File: src/rtl/reorder_pkg.sv
// -----------------------------------------------------------------------------
// reorder_pkg
// Shared types and helpers for the NTT output reorder controller.
//   state_t   : controller phase (WRITE = accepting result pairs, READ = draining)
//   bitrev()  : reverse the low 'width' bits of a value (width <= 32)
//   n_points(): transform size N = 1 << stages
// -----------------------------------------------------------------------------
package reorder_pkg;

    typedef enum logic {
        WRITE = 1'b0,
        READ  = 1'b1
    } state_t;

    // Reverse the low 'width' bits of value; bits above 'width' come back zero.
    function automatic logic [31:0] bitrev(input logic [31:0] value, input int unsigned width);
        logic [31:0] r;
        r = '0;
        for (int unsigned i = 0; i < 32; i++) begin
            if (i < width) begin
                r[5'(width - 1 - i)] = value[5'(i)];
            end
        end
        return r;
    endfunction

    function automatic int unsigned n_points(input int unsigned stages);
        return 32'd1 << stages;
    endfunction

endpackage

File: src/rtl/bit_reverse.sv
// -----------------------------------------------------------------------------
// bit_reverse
// Pure wire permutation: dout[i] = din[WIDTH-1-i]. No logic, no state.
//   WIDTH  : bus width
//   din    in  WIDTH  value to reverse
//   dout   out WIDTH  bit-reversed value
// -----------------------------------------------------------------------------
module bit_reverse #(
    parameter int unsigned WIDTH = 4
) (
    input  logic [WIDTH-1:0] din,
    output logic [WIDTH-1:0] dout
);

    for (genvar i = 0; i < WIDTH; i++) begin : g_swap
        assign dout[i] = din[WIDTH-1-i];
    end

endmodule

File: src/rtl/reorder_out.sv
// -----------------------------------------------------------------------------
// reorder_out
// Address and sequencing controller for the NTT output reorder buffer
// (N = 2^NUM_STAGES points). WRITE phase: N/2 result pairs are accepted, one
// per next_pair strobe, and each element of the current pair is given its
// natural-order buffer address. READ phase: the buffer is swept 0..N-1, one
// address per cycle, and out_done pulses once the sweep completes.
//
// Build option REORDER_OUT_BITREV_EN:
//   defined   - pairs arrive in bit-reversed order; write addresses are
//               bitrev(2k) / bitrev(2k+1)
//   undefined - pairs arrive in natural order; write addresses are 2k / 2k+1
//
// Ports
//   clk          in   1           rising-edge clock
//   reset        in   1           asynchronous active-low reset
//   next_pair    in   1           strobe: current pair written, advance
//   wr_addr_top  out  NUM_STAGES  write address, top element (from k, comb)
//   wr_addr_bot  out  NUM_STAGES  write address, bottom element (from k, comb)
//   rd_addr      out  NUM_STAGES  read address during READ, 0 otherwise
//   in_done      out  1           high while in READ (registered)
//   out_done     out  1           one-cycle pulse after address N-1 is read
// -----------------------------------------------------------------------------
module reorder_out
    import reorder_pkg::*;
#(
    parameter int unsigned NUM_STAGES = 4
) (
    input  logic                  clk,
    input  logic                  reset,
    input  logic                  next_pair,
    output logic [NUM_STAGES-1:0] wr_addr_top,
    output logic [NUM_STAGES-1:0] wr_addr_bot,
    output logic [NUM_STAGES-1:0] rd_addr,
    output logic                  in_done,
    output logic                  out_done
);

    localparam int unsigned AW = NUM_STAGES;
    localparam int unsigned KW = NUM_STAGES - 1;
    localparam int unsigned N  = n_points(NUM_STAGES);

    localparam logic [KW-1:0] K_LAST  = KW'(N / 2 - 1);
    localparam logic [AW-1:0] RD_LAST = AW'(N - 1);

    state_t          state_q, state_d;
    logic [KW-1:0]   k_q, k_d;
    logic [AW-1:0]   rd_q, rd_d;
    logic            out_done_d;
    logic            in_done_q;
    logic            out_done_q;
    logic [AW-1:0]   lin_top;
    logic [AW-1:0]   lin_bot;

    // State and counter registers
    always_ff @(posedge clk or negedge reset) begin
        if (!reset) begin
            state_q    <= WRITE;
            k_q        <= '0;
            rd_q       <= '0;
            in_done_q  <= 1'b0;
            out_done_q <= 1'b0;
        end else begin
            state_q    <= state_d;
            k_q        <= k_d;
            rd_q       <= rd_d;
            in_done_q  <= (state_d == READ);
            out_done_q <= out_done_d;
        end
    end

    // Next-state, pair counter and read counter
    always_comb begin
        state_d    = state_q;
        k_d        = k_q;
        rd_d       = rd_q;
        out_done_d = 1'b0;
        case (state_q)
            WRITE: begin
                if (next_pair) begin
                    // k wraps to 0 naturally after the last pair
                    k_d = k_q + KW'(1);
                    if (k_q == K_LAST) begin
                        state_d = READ;
                        rd_d    = '0;
                    end
                end
            end
            READ: begin
                // Free-running sweep; next_pair is ignored here
                k_d  = '0;
                rd_d = rd_q + AW'(1);
                if (rd_q == RD_LAST) begin
                    state_d    = WRITE;
                    rd_d       = '0;
                    out_done_d = 1'b1;
                end
            end
            default: begin
                state_d = WRITE;
                k_d     = '0;
                rd_d    = '0;
            end
        endcase
    end

    // Linear element addresses of the current pair: 2k and 2k+1
    assign lin_top = {k_q, 1'b0};
    assign lin_bot = {k_q, 1'b1};

`ifdef REORDER_OUT_BITREV_EN
    bit_reverse #(.WIDTH(AW)) u_rev_top (
        .din  (lin_top),
        .dout (wr_addr_top)
    );

    bit_reverse #(.WIDTH(AW)) u_rev_bot (
        .din  (lin_bot),
        .dout (wr_addr_bot)
    );
`else
    assign wr_addr_top = lin_top;
    assign wr_addr_bot = lin_bot;
`endif

    // rd_q is held at 0 throughout WRITE, so it drives rd_addr directly
    assign rd_addr  = rd_q;
    assign in_done  = in_done_q;
    assign out_done = out_done_q;

endmodule

File: config.mk
export PLATFORM = sky130hd
export DESIGN_NAME = reorder_out
export DESIGN_NICKNAME = d
export VERILOG_FILES = /design/src/rtl/reorder_pkg.sv /design/src/rtl/bit_reverse.sv /design/src/rtl/reorder_out.sv
export SDC_FILE = /design/constraint.sdc
export NUM_CORES = 1
export LEC_CHECK = 0
export BUFFER_PORTS_ARGS = -buffer_cell sky130_fd_sc_hd__clkbuf_2
export CORE_AREA = 2 2 39 41
export DETAILED_ROUTE_END_ITERATION = 10
export DIE_AREA = 0 0 41 43
export PLACE_DENSITY = 0.61
export SLEW_MARGIN = 25
export SYNTH_ARGS = -nofsm -noshare
export SYNTH_HDL_FRONTEND = slang
export SYNTH_HIERARCHICAL = 1
export SYNTH_SLANG_ARGS = --single-unit
export TNS_END_PERCENT = 1
File: constraint.sdc
create_clock -name clk -period 1.6 [get_ports clk]
set_input_delay 0.32 -clock clk [delete_from_list [all_inputs] [get_ports clk]]
set_output_delay 0.32 -clock clk [all_outputs]
set_load 0.01 [all_outputs]
Yosys cells after proc, flatten, opt, wreduce, memory -nomap -nowiden --
Index checks and enable logic that the tools add are counted.
Storage, ports and cells: bits in registers 9, input port bits 3, logic and storage cells 24
Operators by class: $add $sub $neg 2, eq/ne operators 4, multiplexer cells 12, bitwise gates (word level) 1, reduce and logical (&&, ||, !) cells 1
Operator list (number):
- $mux W4 | 3
- $pmux W4 S2 | 1
- $pmux W3 S2 | 1
- $mux W1 | 5
- $add A4 B1 Y4 const B | 1
- $eq A4 B4 Y1 const B | 1
- $ne A2 B2 Y1 const B | 2
- $add A3 B1 Y3 const B | 1
- $eq A3 B3 Y1 const B | 1
- $mux W3 | 1
- $pmux W1 S2 | 1
- $reduce_and A2 Y1 | 1
- $not A1 Y1 | 1

Longest topological paths before layout --
Gate-level depths: netlist of run 1.
depth after elaboration 4, mapped depth 5

Worst setup path before layout of run 1 --
Ideal clock, no wire load.
path type flip-flop to flip-flop, from reg k_q[0], to reg rd_q[3], in the netlist rd_addr[3], setup time 0.104 ns, arrival 1.160 ns, required time 1.496 ns, slack 0.336 ns, cell stages (with the launch flop) 6, cell sequence dfrtp_1 ha_1 ha_1 a21oi_2 nand2_1 o311ai_1
Between the ends: cells in the longest elaborated chain, start to end 3
Ends and longest elaborated chain:
- from (decl) | RTL line reorder_out.sv:47 | logic [KW-1:0] k_q, k_d;
- from (signal assigned) | RTL line reorder_out.sv:65 | k_q <= k_d;
- $eq A3 B3 Y1 | RTL line reorder_out.sv:83 | if (k_q == K_LAST) begin
- $ne A2 B2 Y1 (no line)
- $reduce_and A2 Y1 (no line)
- to (signal assigned) | RTL line reorder_out.sv:66 | rd_q <= rd_d;
- to (decl) | RTL line reorder_out.sv:48 | logic [AW-1:0] rd_q, rd_d;
No other way between the ends. A chain may end at the register's enable or synchronous reset.

Worst setup path after layout of run 1 --
Ends and elaborated chain as after synthesis.

==> metrics.cfg, run 1 <==
[synthesis]
ys_top_cells_by_area = dfrtp_1 (49%), buf_4 (8.2%), ha_1 (8.2%)
ys_seq_area_share_pct = 49.3
yosysTopAreaCell = dfrtp_1
synthCells = 44
yosysUniqueCellTypes = 18
yosysWarnings = 6
synth_top_area_share_pct = 49.3
syn_area_per_cell_um2 = 10.4
ys_ff_latch = 9
netlist_area_um2 = 457
syn_nets = 50

[timing]
setup_ws_ps = 263
setup_viol = 0
period_minus_slack_ps = 1340
hold_violations = 0
rsz0062_at_grt = false
drv_slew = 0
min_period_over_period_pct = 83.5
fmaxAchievable_mhz = 748
fin_skew_ps = 4.03
tns_ps = 0

[placement]
post-place-ws_ps = 251
place_congestion = 0.772
io_buffers = 14
dp_hpwl_um = 574

[routing]
viasPerCell = 4.55
wl_met3_um = 49
met1_length_um = 396
wl_met2_um = 317
wl_um = 763
topRoutingLayerUsed = met3
drt_iter0_markers = 10
vias = 332
wl_per_cell_um = 10.5
first_pass_iters = 4
drc = 0
drt.antenna.violating_nets = 0

[setup_path]
ff2ff_path_depth = 5
rrSetupSlack_ps = 260
required_ps = 1750
worstPathArrival_ps = 1490
worstReg2RegEnd = rd_addr[3]$_DFFE_PN0P_
crit-reg2reg-launch = k_q[0]$_DFFE_PN0P_
crit_start = k_q[0]$_DFFE_PN0P_
end_kind = flip-flop
path_max_fanout = 5
endpoint = rd_addr[3]$_DFFE_PN0P_
critPathKind = flip-flop to flip-flop
cp-start-kind = flip-flop

[global_route]
overflow = 0
grt_pass1_vias = 303
grt_usage_pct = 10.9
grt_antenna_before_repair = 0
grt_max_degree = 10
grt_pass1_wl_mm = 1.24

[power]
p_sw_mw = 0.442
leakagePower_nw = 0.284
p_sw_share_pct = 41.6
power_density_nw_per_um2 = 1990
p_comb_share_pct = 41.1
power_frac_seq_pct = 42.9
clkPwrFrac_pct = 16.0
intPower_mw = 0.620
peakVddDrop_uv = 615

[floorplanning]
die_area_um2 = 1760
initial_core_util_pct = 33.0
die_h_um = 43
die_w_um = 41
core_area_um2 = 1380
num_rows = 14
num_io_pins = 17

[cts]
cts_buffers = 3
insertion_delay_ps = 250
cts_root_buffer = clkbuf_4
clk_pin_slew_worst_paths_ps = 60
cts.sinks = 9
cts_resized = 0
cts_tree = done
clock_path_buffers = 2
cts_htree_levels = 1

[cells_and_area]
insertedDiodeCount = 0
syn_to_final_growth_pct = 17.0
fillers = 147
final_nets = 64
drive_gt1_share_pct = 33.3

[min_path]
hp-start = next_pair
hold_path_class = input pin to flip-flop

[run]
maxCapViolCount = 0

[run_status]
outcome = complete, no violations

[power groups by stage]
stage	Combinational, mW	Clock, mW	Sequential (mW)
floorplan	0.327	0	0.460
global placement	0.435	0	0.456
detailed placement	0.440	0	0.461
CTS	0.446	0.176	0.458
global route	0.512	0.197	0.478
finish	0.437	0.170	0.455
[per-layer routing]
layer | up-vias | global-route usage (%)
li1 | 164 | -
met1 | 154 | 15.4
met2 | 14 | 13.4
met3 | 0 | 3.14
met4 | 0 | 8.00
met5 | - | 0
[how the worst min path moves through the flow]
stage	endpoint	slack [ps]	cells after the start
after floorplan	in_done$_DFF_PN0_	20	0
after global placement	rd_addr[3]$_DFFE_PN0P_	190	1
after detailed placement	rd_addr[2]$_DFFE_PN0P_	190	1
after CTS	k_q[0]$_DFFE_PN0P_	410	3
after global routing	k_q[0]$_DFFE_PN0P_	410	3
final	k_q[0]$_DFFE_PN0P_	420	3
[cells in the mapped netlist, drive strengths merged]
| cell | n |
|---|---|
| inv | 2 |
| dfrtp | 9 |
| a21oi | 2 |
| xnor2 | 2 |
| nand3 | 2 |
| buf | 6 |
| conb | 2 |
| ha | 3 |
| nor2 | 5 |
| o211ai | 1 |
| nand2 | 4 |
| o21ai | 2 |
| a22o | 1 |
| o311ai | 1 |
| mux2i | 2 |
[critical path, stage by stage, from the launching register on]
cell	delay, ps
dfrtp_1	410
ha_1	210
ha_1	190
a21oi_2	260
nand2_1	90
o311ai_1	80
[layout by cell type, fill, tap and decap left out, types with 2 or more instances in the layout]
master and count:
clkbuf_2 14, dfrtp_1 9, nor2_1 5, nand2_1 4, ha_1 3, clkbuf_4 3, nand3_1 2, xnor2_1 2
o21ai_1 2, mux2i_1 2, conb_1 2
[sequential cells by signal (all words and copies together) (netlist names)]
signal	flops
out_done	1
rd_addr	4
in_done	1
k_q	3
[cells by family (layout without fill, tap and decap cells)]
family	after synthesis	count (layout)	synth area share [%]
muxes	2	2	4.38
AOI/OAI and AO/OA	7	7	10.7
adders and majority gates	3	3	8.22
buffers and inverters	8	21	12.3
xor gates and xnor gates	2	2	3.84
other	2	2	1.64
DFF	9	9	49.3
and+or+nand+nor	11	11	9.59
[through the flow]
stage	power (mW)	cell area (µm²)	cells	hold slack, ps	util [%]
after CTS	1.08	534	73	415	38.6
after global routing	1.19	534	73	413	38.6
after floorplan	0.787	457	44	24.4	-
after detailed placement	0.902	498	68	187	36.0
final	1.06	534	73	421	38.6
after global placement	0.891	498	68	189	36.0
[final cells by class]
type	count	area, µm²	share of cell area [%]
multi-input cells	27	175	32.8
clock buffers	4	26.3	4.92
well taps	16	20.0	3.75
repair buffers	15	80.1	15.0
inverters	2	7.51	1.41
flip-flops and latches	9	225	42.2
[timing repair]
item	4_1_cts	5_1_grt
setup buffers	0	0
hold endpoints to repair	9	0
hold buffers	1	0
Note: power is estimated with default switching activity, not from simulation.
==> run 2, diff against run 1 <==
==> constraint.sdc (replaced) <==
create_clock -name clk -period 1.33 [get_ports clk]
set_input_delay 0.266 -clock clk [delete_from_list [all_inputs] [get_ports clk]]
set_output_delay 0.266 -clock clk [all_outputs]
set_load 0.01 [all_outputs]
==> metrics.cfg, run 2 (synthesized netlist as in run 1, its figures left out) <==
[floorplanning]
die_h_um = 43  ; unchanged
num_io_pins = 17  ; unchanged
initial_core_util_pct = 33.0  ; unchanged
num_rows = 14  ; unchanged
die_w_um = 41  ; unchanged
core_area_um2 = 1380  ; unchanged
die_area_um2 = 1760  ; unchanged

[setup_path]
path_max_fanout = 5  ; unchanged
path_cells = ha_1 > ha_2 > a21oi_4 > nand2_1 > o311ai_1
worstReg2RegEnd = rd_addr[3]$_DFFE_PN0P_
required_ps = 1500  ; -250 ps
slowest_delay_ps = 390  ; -20 ps
critical_path_depth = 5  ; unchanged
cpLargestDelayFamily = flip-flops
worstPathArrival_ps = 1370  ; -120 ps
crit_slowest_cell = dfrtp_1
ff2ff_path_depth = 5  ; unchanged
crit-reg2reg-launch = k_q[0]$_DFFE_PN0P_
critPathBufInv = 0  ; unchanged
critPathKind = flip-flop to flip-flop
crit_start = k_q[0]$_DFFE_PN0P_
end_kind = flip-flop
endpoint = rd_addr[3]$_DFFE_PN0P_
rrSetupSlack_ps = 130  ; -130 ps
cp-start-kind = flip-flop

[timing]
drv_slew = 0  ; unchanged
fin_skew_ps = 4.94  ; +0.910 ps
min_period_over_period_pct = 90.1  ; +6.6 points
setup_viol = 0  ; unchanged
period_minus_slack_ps = 1200  ; -138 ps
rsz0062_at_grt = false
hold_violations = 0  ; unchanged
tns_ps = 0  ; unchanged
fmaxAchievable_mhz = 834  ; +12%

[power]
p_sw_mw = 0.577  ; +31%
power_density_nw_per_um2 = 2430  ; +22%
leakagePower_nw = 0.300  ; +5.5%
finalPower_mw = 1.38  ; +30%
p_sw_share_pct = 41.7  ; about the same
power_frac_seq_pct = 38.2  ; -4.7 points
p_comb_share_pct = 46.1  ; +5.0 points
peakVddDrop_uv = 1020  ; +66%
clkPwrFrac_pct = 15.7  ; -0.3 points
intPower_mw = 0.808  ; +30%

[run_status]
outcome = complete, no violations

[routing]
wl_per_cell_um = 11.5  ; +10%
first_pass_iters = 2  ; -2
wl_um = 874  ; +15%
vias = 351  ; +5.7%
viasPerCell = 4.62  ; +1.5%
drc = 0  ; unchanged
drt.antenna.violating_nets = 0  ; unchanged
drt_iter0_markers = 1  ; -9

[placement]
place_congestion = 0.791  ; +2.5%
dp.cells = 71  ; +4.4%
io_buffers = 14  ; unchanged
dp_hpwl_um = 633  ; +10%

[cts]
insertion_delay_ps = 270  ; +20 ps
cts_root_buffer = clkbuf_4
cts_htree_levels = 1  ; unchanged
clock_path_buffers = 2  ; unchanged
cts_buffers = 3  ; unchanged
clk_pin_slew_worst_paths_ps = 70  ; about the same
cts_tree = done
cts.sinks = 9  ; unchanged
postCtsSetupRepairBufs = 0  ; unchanged

[cells_and_area]
fin_cells = 76  ; +4.1%
final_nets = 67  ; +4.7%
syn_to_final_growth_pct = 24.7
insertedDiodeCount = 0  ; unchanged
mostFrequentLayoutCell = clkbuf_2
layout_common_cells = clkbuf_2 (14), dfrtp_1 (8), nor2_1 (5)
largest_reg_flops = 4  ; unchanged
drive_gt1_share_pct = 41.7  ; +8.3 points

[global_route]
overflow = 0  ; unchanged
grt_pass1_wl_mm = 1.35  ; +8.3%
grt_antenna_before_repair = 0  ; unchanged
grt_max_degree = 10  ; unchanged
grt_pass1_vias = 309  ; +2.0%
grt_usage_pct = 11.7  ; +0.84 points

[run]
maxCapViolCount = 0  ; unchanged

[min_path]
hold_path_class = input pin to asynchronous set/reset pin

-- run 2: routing by layer --
| layer | track usage [%] | routed length, µm | vias up | part of all wire, % |
|---|---|---|---|---|
| li1 | - | - | 170 | - |
| met1 | 17.4 | 410 | 162 | 47 |
| met2 | 13.8 | 371 | 15 | 42 |
| met3 | 3.14 | 70 | 4 | 8.0 |
| met4 | 8.67 | 21 | 0 | 2.4 |
| met5 | 0 | 0 | - | 0 |
-- run 2: power by group through the flow --
stage | clock network [mW] | registers, mW | logic [mW]
after detailed placement | 0 | 0.526 | 0.620
final | 0.217 | 0.529 | 0.639
after CTS | 0.226 | 0.520 | 0.630
after global routing | 0.236 | 0.555 | 0.731
after floorplan | 0 | 0.553 | 0.393
after global placement | 0 | 0.520 | 0.621
-- run 2: timing repair --
action	CTS	global route
resized for setup	0	3
setup endpoints to repair	0	4
endpoints found under the hold margin	9	0
hold buffers	1	0
-- run 2: how the worst min path moves through the flow --
stage                         start                      to  slack, ps
after floorplan               reset       in_done$_DFF_PN0_        -30
after global placement        reset  rd_addr[2]$_DFFE_PN0P_        130
after detailed placement      reset  rd_addr[2]$_DFFE_PN0P_        140
after CTS                 next_pair      k_q[0]$_DFFE_PN0P_        350
after global routing      next_pair      k_q[0]$_DFFE_PN0P_        410
final                         reset  rd_addr[1]$_DFFE_PN0P_        390
-- run 2: worst register-to-register path, cell delays in order (launching register included) --
cell	delay [ps]
dfrtp_1	390
ha_1	210
ha_2	180
a21oi_4	170
nand2_1	80
o311ai_1	80
-- run 2: per-stage QoR --
step / util (%) / cell area [µm²] / hold WS [ps] / setup WS, ps
after floorplan: - / 457 / -29.6 / 65.8
after global placement: 37.6 / 520 / 134 / 88.0
after detailed placement: 37.6 / 520 / 139 / 53.2
after CTS: 40.3 / 558 / 352 / 31.4
after global routing: 41.1 / 569 / 412 / 20.2
final: 41.1 / 569 / 386 / 132
-- run 2: final cells by class --
class | count | area (µm²)
Clock buffer | 3 | 22.5
Inverter | 2 | 7.51
Tap cell | 16 | 20.0
Clock inverter | 1 | 5.00
Timing Repair Buffer | 18 | 103
Fill cell | 150 | 815
Sequential cell | 9 | 226
Multi-Input combinational cell | 27 | 185
==> run 3, diff against run 2 <==
==> constraint.sdc (replaced) <==
create_clock -name clk -period 1.3 [get_ports clk]
set_input_delay 0.26 -clock clk [delete_from_list [all_inputs] [get_ports clk]]
set_output_delay 0.26 -clock clk [all_outputs]
set_load 0.01 [all_outputs]
==> metrics.cfg, run 3 (synthesized netlist as in run 1, its figures left out) <==
[setup_path]
crit-reg2reg-launch = k_q[0]$_DFFE_PN0P_
path_max_fanout = 5  ; unchanged
worstPathArrival_ps = 1340  ; -30 ps
rrSetupSlack_ps = 130  ; about the same
path_cells = ha_2 > ha_2 > a21oi_4 > nand2_1 > o311ai_1
worstReg2RegEnd = rd_addr[3]$_DFFE_PN0P_
end_kind = flip-flop
critPathKind = flip-flop to flip-flop
required_ps = 1470  ; -30 ps
endpoint = rd_addr[3]$_DFFE_PN0P_
ff2ff_path_depth = 5  ; unchanged
path_common_cell = ha_2
crit_start = k_q[0]$_DFFE_PN0P_
slowest_delay_ps = 390  ; about the same
cp-start-kind = flip-flop
crit_slowest_cell = dfrtp_1

[floorplanning]
die_w_um = 41  ; unchanged
die_area_um2 = 1760  ; unchanged
core_area_um2 = 1380  ; unchanged
die_h_um = 43  ; unchanged
num_rows = 14  ; unchanged
initial_core_util_pct = 33.0  ; unchanged
num_io_pins = 17  ; unchanged

[global_route]
grt_antenna_before_repair = 0  ; unchanged
grt_pass1_wl_mm = 1.35  ; unchanged
grt_usage_pct = 11.7  ; unchanged
overflow = 0  ; unchanged
grt_max_degree = 10  ; unchanged
grt_pass1_vias = 309  ; unchanged

[routing]
vias = 351  ; unchanged
drt_iter0_markers = 1  ; unchanged
wl_per_cell_um = 11.5  ; +0.11%
wl_um = 875  ; +0.11%
first_pass_iters = 2  ; unchanged
drt.antenna.violating_nets = 0  ; unchanged
viasPerCell = 4.62  ; unchanged
drc = 0  ; unchanged

[cells_and_area]
multi_input_area_um2 = 188  ; +1.4%
syn_to_final_growth_pct = 25.2
final_nets = 67  ; unchanged
largest_reg_flops = 4  ; unchanged
seqCellArea_um2 = 226  ; unchanged
insertedDiodeCount = 0  ; unchanged
fillers = 150  ; unchanged
mostFrequentLayoutCell = clkbuf_2
layout_common_cells = clkbuf_2 (14), dfrtp_1 (8), nor2_1 (5)
drive_gt1_share_pct = 43.3  ; +1.7 points

[placement]
post-place-ws_ps = 23.2  ; -30.0 ps
io_buffers = 14  ; unchanged
place_congestion = 0.791  ; unchanged
dp_hpwl_um = 633  ; unchanged

[timing]
min_period_over_period_pct = 90.4  ; +0.26 points
period_minus_slack_ps = 1170  ; -23.7 ps
fmaxAchievable_mhz = 851  ; +2.0%
setup_viol = 0  ; unchanged
fin_skew_ps = 4.92  ; -0.0157 ps
hold_violations = 0  ; unchanged
drv_slew = 0  ; unchanged
setup_ws_ps = 125  ; -6.30 ps
tns_ps = 0  ; unchanged
rsz0062_at_grt = false

[cts]
insertion_delay_ps = 270  ; about the same
cts_root_buffer = clkbuf_4
cts_htree_levels = 1  ; unchanged
clk_pin_slew_worst_paths_ps = 70  ; about the same
cts_buffers = 3  ; unchanged
clock_path_buffers = 2  ; unchanged
cts_tree = done
cts.sinks = 9  ; unchanged
postCtsSetupRepairBufs = 0  ; unchanged

[run]
maxCapViolCount = 0  ; unchanged

[power]
power_density_nw_per_um2 = 2480  ; +2.0%
peakVddDrop_uv = 1040  ; +2.2%
leakagePower_nw = 0.298  ; -0.69%

[min_path]
hold_path_class = input pin to asynchronous set/reset pin

[run_status]
outcome = complete, no violations

-- run 3: changes by cell type in the layout (fill, tap and decap cells not counted) --
cell / before / now
ha_2: 1 / 2
ha_1: 2 / 1
-- run 3: how the worst min path moves through the flow --
| stage | from | endpoint | slack, ps | cells after the start |
|---|---|---|---|---|
| 2_1_floorplan | reset | in_done$_DFF_PN0_ | -40 | 0 |
| 3_3_place_gp | reset | rd_addr[2]$_DFFE_PN0P_ | 130 | 1 |
| 3_5_place_dp | reset | rd_addr[2]$_DFFE_PN0P_ | 130 | 1 |
| 4_1_cts | next_pair | k_q[0]$_DFFE_PN0P_ | 350 | 3 |
| 5_1_grt | next_pair | k_q[0]$_DFFE_PN0P_ | 410 | 3 |
| 6_report | reset | rd_addr[1]$_DFFE_PN0P_ | 380 | 2 |
-- run 3: metrics by stage --
stage	hold slack (ps)	utilization, %	std cells	total power [mW]	cell area, µm²
global route	406	41.3	76	1.56	572
detailed placement	133	37.6	71	1.17	520
finish	380	41.3	76	1.42	572
CTS	346	40.3	76	1.41	558
floorplan	-35.6	-	44	0.968	457
global placement	128	37.6	71	1.17	520
-- run 3: what timing repair did --
action | 4_1_cts | 5_1_grt
endpoints found under the hold margin | 9 | 0
endpoints found under the setup margin | 0 | 5
gates resized for setup | 0 | 4
hold buffers | 1 | 0
-- run 3: report_power, final --
part	internal (mW)	switching, mW	total (mW)
clock	0.114	0.108	0.222
combinational	0.318	0.338	0.655
sequential	0.397	0.145	0.542
-- run 3: worst max-delay path, delay by kind of cell, from the launching register on --
family	cells	cell delay (ps)
flops	1	390
fa+ha+maj	2	370
compound gates	2	250
simple gates	1	80
-- run 3: area by class of cell --
cell class / count / share of cell area (%)
Tap cell: 16 / 3.50
Clock inverter: 1 / 0.875
Multi-Input combinational cell: 27 / 32.8
Inverter: 2 / 1.31
Timing Repair Buffer: 18 / 17.9
Sequential cell: 9 / 39.6
Clock buffer: 3 / 3.94
-- run 3: routing by layer --
layer	up-vias	part of all wire (%)	track usage [%]
met3	4	8.0	3.14
met2	15	43	13.8
met5	-	0	0
li1	170	-	-
met4	0	2.4	8.67
met1	162	47	17.4
